[src/rtl/rr_arbiter4_if.sv]
// Request/grant bundle between four clients and the rr_arbiter4 arbiter.
// The master side is the client group; the slave side is the arbiter.
interface rr_arbiter4_if;
    logic [3:0] req;
    logic       done;
    logic       mode;
    logic [3:0] grant;
    logic [1:0] grant_id;
    logic       busy;
    logic       timeout;

    modport master (
        output req, done, mode,
        input  grant, grant_id, busy, timeout
    );

    modport slave (
        input  req, done, mode,
        output grant, grant_id, busy, timeout
    );
endinterface

[src/rtl/rr_arbiter4.sv]
// Four-way arbiter with fixed-priority or round-robin selection. It holds the grant until done,
// withdrawal or a hold-time limit, and leaves one dead cycle between grants.
module rr_arbiter4 #(
    parameter int unsigned MAX_HOLD = 8
) (
    input  logic          clk,
    input  logic          rst_n,
    rr_arbiter4_if.slave  arb
);

    typedef enum logic {StIdle, StBusy} state_e;

    localparam logic       HoldEn    = (MAX_HOLD != 0);
    localparam logic [7:0] HoldLimit = 8'(MAX_HOLD);

    state_e     state_q, state_d;
    logic [1:0] owner_q, owner_d;
    logic [1:0] ptr_q, ptr_d;
    logic [7:0] cnt_q, cnt_d;
    logic [3:0] grant_q, grant_d;
    logic       timeout_q, timeout_d;

    logic [1:0] winner;
    logic [1:0] scan_idx;
    logic       hold_hit;
    logic       withdrawn;

    // Winner selection. Loops run so the last match wins: ascending for highest-index priority,
    // descending offsets so the slot closest to ptr wins in round-robin.
    always_comb begin
        winner   = 2'd0;
        scan_idx = 2'd0;
        if (arb.mode) begin
            for (int i = 0; i < 4; i++) begin
                if (arb.req[i]) winner = 2'(i);
            end
        end else begin
            for (int k = 3; k >= 0; k--) begin
                scan_idx = ptr_q + 2'(k);
                if (arb.req[scan_idx]) winner = scan_idx;
            end
        end
    end

    assign hold_hit  = HoldEn && (cnt_q == HoldLimit);
    assign withdrawn = !arb.req[owner_q];

    always_comb begin
        state_d   = state_q;
        owner_d   = owner_q;
        ptr_d     = ptr_q;
        cnt_d     = cnt_q;
        grant_d   = grant_q;
        timeout_d = 1'b0;
        unique case (state_q)
            StIdle: begin
                if (|arb.req) begin
                    state_d = StBusy;
                    owner_d = winner;
                    cnt_d   = 8'd1;
                    grant_d = 4'b0001 << winner;
                end
            end
            StBusy: begin
                if (arb.done || withdrawn || hold_hit) begin
                    state_d   = StIdle;
                    owner_d   = 2'd0;
                    ptr_d     = owner_q + 2'd1;
                    cnt_d     = 8'd0;
                    grant_d   = 4'b0000;
                    // Only a pure limit expiry counts as a timeout.
                    timeout_d = !arb.done && !withdrawn;
                end else if (cnt_q != 8'hff) begin
                    cnt_d = cnt_q + 8'd1;
                end
            end
            default: begin
                state_d = StIdle;
            end
        endcase
    end

    always_ff @(posedge clk or negedge rst_n) begin
        if (!rst_n) begin
            state_q   <= StIdle;
            owner_q   <= 2'd0;
            ptr_q     <= 2'd0;
            cnt_q     <= 8'd0;
            grant_q   <= 4'b0000;
            timeout_q <= 1'b0;
        end else begin
            state_q   <= state_d;
            owner_q   <= owner_d;
            ptr_q     <= ptr_d;
            cnt_q     <= cnt_d;
            grant_q   <= grant_d;
            timeout_q <= timeout_d;
        end
    end

    assign arb.grant    = grant_q;
    assign arb.grant_id = owner_q;
    assign arb.busy     = (state_q == StBusy);
    assign arb.timeout  = timeout_q;

endmodule

[src/flat_wrapper.sv]
// flat-port wrapper written by rule: the top's interface ports become plain ports
module rr_arbiter4_flat 
#(
    parameter int unsigned MAX_HOLD = 8
)
  (clk, rst_n, arb_req, arb_done, arb_mode, arb_grant, arb_grant_id, arb_busy, arb_timeout);
  rr_arbiter4_if arb_i ();
  input  logic clk;
  input  logic rst_n;
  input wire logic [$bits(arb_i.req)-1:0] arb_req;
  input wire logic [$bits(arb_i.done)-1:0] arb_done;
  input wire logic [$bits(arb_i.mode)-1:0] arb_mode;
  output wire logic [$bits(arb_i.grant)-1:0] arb_grant;
  output wire logic [$bits(arb_i.grant_id)-1:0] arb_grant_id;
  output wire logic [$bits(arb_i.busy)-1:0] arb_busy;
  output wire logic [$bits(arb_i.timeout)-1:0] arb_timeout;
  assign arb_i.req = arb_req;
  assign arb_i.done = arb_done;
  assign arb_i.mode = arb_mode;
  assign arb_grant = arb_i.grant;
  assign arb_grant_id = arb_i.grant_id;
  assign arb_busy = arb_i.busy;
  assign arb_timeout = arb_i.timeout;
  rr_arbiter4 #(.MAX_HOLD(MAX_HOLD)) u_core (.clk(clk), .rst_n(rst_n), .arb(arb_i));
endmodule
[config.mk]
export PLATFORM = sky130hd
export DESIGN_NAME = rr_arbiter4_flat
export DESIGN_NICKNAME = d
export VERILOG_FILES = /design/src/rtl/rr_arbiter4_if.sv /design/src/rtl/rr_arbiter4.sv /design/src/flat_wrapper.sv
export SDC_FILE = /design/constraint.sdc
export NUM_CORES = 1
export LEC_CHECK = 0
export ABC_CLOCK_PERIOD_IN_PS = 2620
export BUFFER_PORTS_ARGS = -buffer_cell sky130_fd_sc_hd__buf_2
export CORE_MARGIN = 3
export CORE_UTILIZATION = 35
export CTS_CLUSTER_SIZE = 14
export DETAILED_ROUTE_END_ITERATION = 6
export PLACE_DENSITY = 0.5
export SYNTH_ARGS = -nofsm -noshare
export SYNTH_HDL_FRONTEND = slang
export SYNTH_SLANG_ARGS = --single-unit
[constraint.sdc]
create_clock -name clk -period 2.62 [get_ports clk]
set_clock_uncertainty 0.2 [all_clocks]
set_input_delay 0.131 -clock clk [delete_from_list [all_inputs] [get_ports clk]]
set_output_delay 0.131 -clock clk [all_outputs]
set_load 0.02 [all_outputs]
==> metrics.cfg <==
[cts]
clk_pin_slew_ps=100
cts_inserted_buffers=3
cts.sinks=18
post_cts_buffers=0
clk-insertion-delay-late_ps=290
h-tree-depth=1
cts.path.max_buffers=2
root_buffer=clkbuf_4
cts_tree=done

[timing]
min_period_over_period_pct=79.0
fin_setup_tns_ps=0
hold_viol_final=0
slew_headroom_pct=52.7
final_max_slew_viol_count=0
setup_violations=0
max_freq_mhz=483
tightestPinTransition_ps=710
period_needed_ps=2070
whs_ps=84.8
rsz0062_at_grt=false

[global_route]
antenna_found_initial=0
track_usage_pct=14.1
grt_pass1_vias=973
grt_max_degree=19
grt-ovfl-total=0
grt_first_pass_wirelength_mm=4.51

[critical_path]
crit_required_ps=2590
worstSetupEndpointType=flop
cp_slowest_cell=dfrtp_1
cpPeakStageDelay_ps=430
arrival_ps=2040
path_cells=ha_1 -> and3_1 -> a21oi_2 -> o22ai_1 -> a22oi_1 -> o21ai_0
cp-start-kind=flop
critical_path_class=reg -> reg
path_max_fanout=9

[synth]
synth.cell_area_sq_um=1140
yosys.area_share.simple_pct=20.2
synth_cell_types=49
ys_warn_count=0
yosys_register_bits=18
synth_compound_area_share_pct=25.6
synth_area_leaders=dfrtp_1 39%, mux2i_1 3.5%, a21oi_1 3.1%, nand2_1 3.0%, nor2_1 2.6%
synth.net_count=127
synth_top_area_share_pct=39.4
seq_area_frac_synth_pct=39.4
synthMuxAreaShare_pct=3.50
synth_fa_ha_area_share_pct=3.07
synth_top_family_by_area=compound AO/OA/AOI/OAI gates
synth_area_per_cell_sq_um=9.76
synth_xor_area_share_pct=3.07
synth_top_area_cell=dfrtp_1
syn_inst=117

[cells_and_area]
fin_area_sq_um=1280
antennaDiodeCount=0
final_util_pct=41.6
final-seq-area_sq_um=450
most-common-layout-cells=18 x dfrtp_1, 15 x buf_2, 9 x nand2_1
multi_input_comb_area_sq_um=633
fillers=332
final_nets=145
syn_to_final_growth_pct=12.0
drive_gt1_share_pct=21.8
final_common_cell=dfrtp_1

[detailed_routing]
vias=931
drtPass1Iterations=4
vias_per_cell=5.26
drc=0
routed_wire_length_per_instance_um=14.0
drt_iter0_drc=29
wl_mm=2.48
antenna_left=0

[pwr]
ir_worst_vdd_uv=435
p_total_uw=1180
p_per_area_nw_per_um2=925
p_leak_uw=0.000567

[floorplanning]
initial_core_util_pct=37.1
rows=20
io_pins=16
die_x_um=63.1
die_y_um=63.1
dieArea_sq_um=3990
core-area_sq_um=3080

[run_status]
status=complete, no violations

[placement]
io_buffers=15
place_congestion=0.734
hpwl_mm=1.84
dpl_cell_area_sq_um=1250

[min_path]
hp-class=in -> async

[job]
drv_cap=0

worst max-delay path, delay by kind of cell (launching register included):
family                     cells  cell delay [ps]
adders and majority gates      1              220
DFF                            1              430
and+or+nand+nor                1              240
AOI/OAI and AO/OA              4              870
worst paths after layout:
check,end,cells past startpoint,slack (ps),from
hold / removal,u_core.cnt_q[0],2,80,rst_n
setup reg to reg,u_core.cnt_q[4],6,550,u_core.cnt_q[0]
setup / recovery,u_core.cnt_q[4],6,550,u_core.cnt_q[0]
max in group asynchronous,u_core.arb.grant_id[1],2,1840,rst_n
min in group clk,u_core.arb.timeout,4,90,arb_done
hold reg to reg,u_core.arb.grant[2],1,300,u_core.arb.grant[2]
layer usage:
metal | global-route usage, % | routed length [um] | vias up
met5 | 0 | 0 | -
met4 | 4.96 | 19 | 0
met3 | 2.32 | 58 | 2
met2 | 22.4 | 1110 | 11
met1 | 19.1 | 1290 | 454
li1 | - | - | 464
final cells by class:
class / instances / share of cell area [%]
flip-flops and latches: 18 / 35.2
clock buffers: 3 / 1.76
multi-input cells: 88 / 49.5
well taps: 44 / 4.30
repair buffers: 17 / 7.23
inverters: 7 / 2.05
Yosys cell counts, drive strengths merged:
library cell and number:
or2 1, a22oi 1, xor2 3, dfrtp 18, o211ai 2, xnor2 1
o22ai 3, o21ai 5, nand3b 2, and3 3, maj3 1, o2bb2ai 2
nand4 1, inv 6, nand3 3, ha 2, o21a 1, o32ai 2
a22o 2, nand2 10, nand2b 1, clkinv 1, a31oi 2, or4b 1
o31ai 1, a21bo 1, a21oi 8, and4 1, nor3b 3, clkbuf 1
nor2 10, or3b 1, a21o 4, nor4b 1, nor3 1, mux2i 4
o32a 1, a32o 1, or2b 1, buf 3, a32oi 1
logic make-up (layout without fill, tap and decap cells):
family,count (synthesis),count (layout)
mux,4,4
simple gates,40,40
flops,18,18
fa+ha+maj,3,3
xor+xnor,4,4
buf+inv,11,27
compound gates,37,37
flip-flops by register name, indices dropped and copies added, names as in the netlist:
register,flops
u_core.cnt_q,8
u_core.arb.busy,1
u_core.arb.grant_id,2
u_core.ptr_q,2
u_core.arb.timeout,1
u_core.arb.grant,4
power breakdown:
part	switching [uW]	internal (uW)
sequential	100	354
combinational	352	239
clock	84.7	53.4
total	537	647
through the flow:
stage / setup slack, ps / std cells
CTS: 581 / 177
detailed placement: 611 / 173
global route: 380 / 177
finish: 551 / 177
global placement: 624 / 173
floorplan: 791 / 117
repair_timing:
action                    4_1_cts  5_1_grt
resized for setup               0        0
hold endpoints to repair       18        0
hold buffers                    1        0
Power figures use the tool's default switching activity.
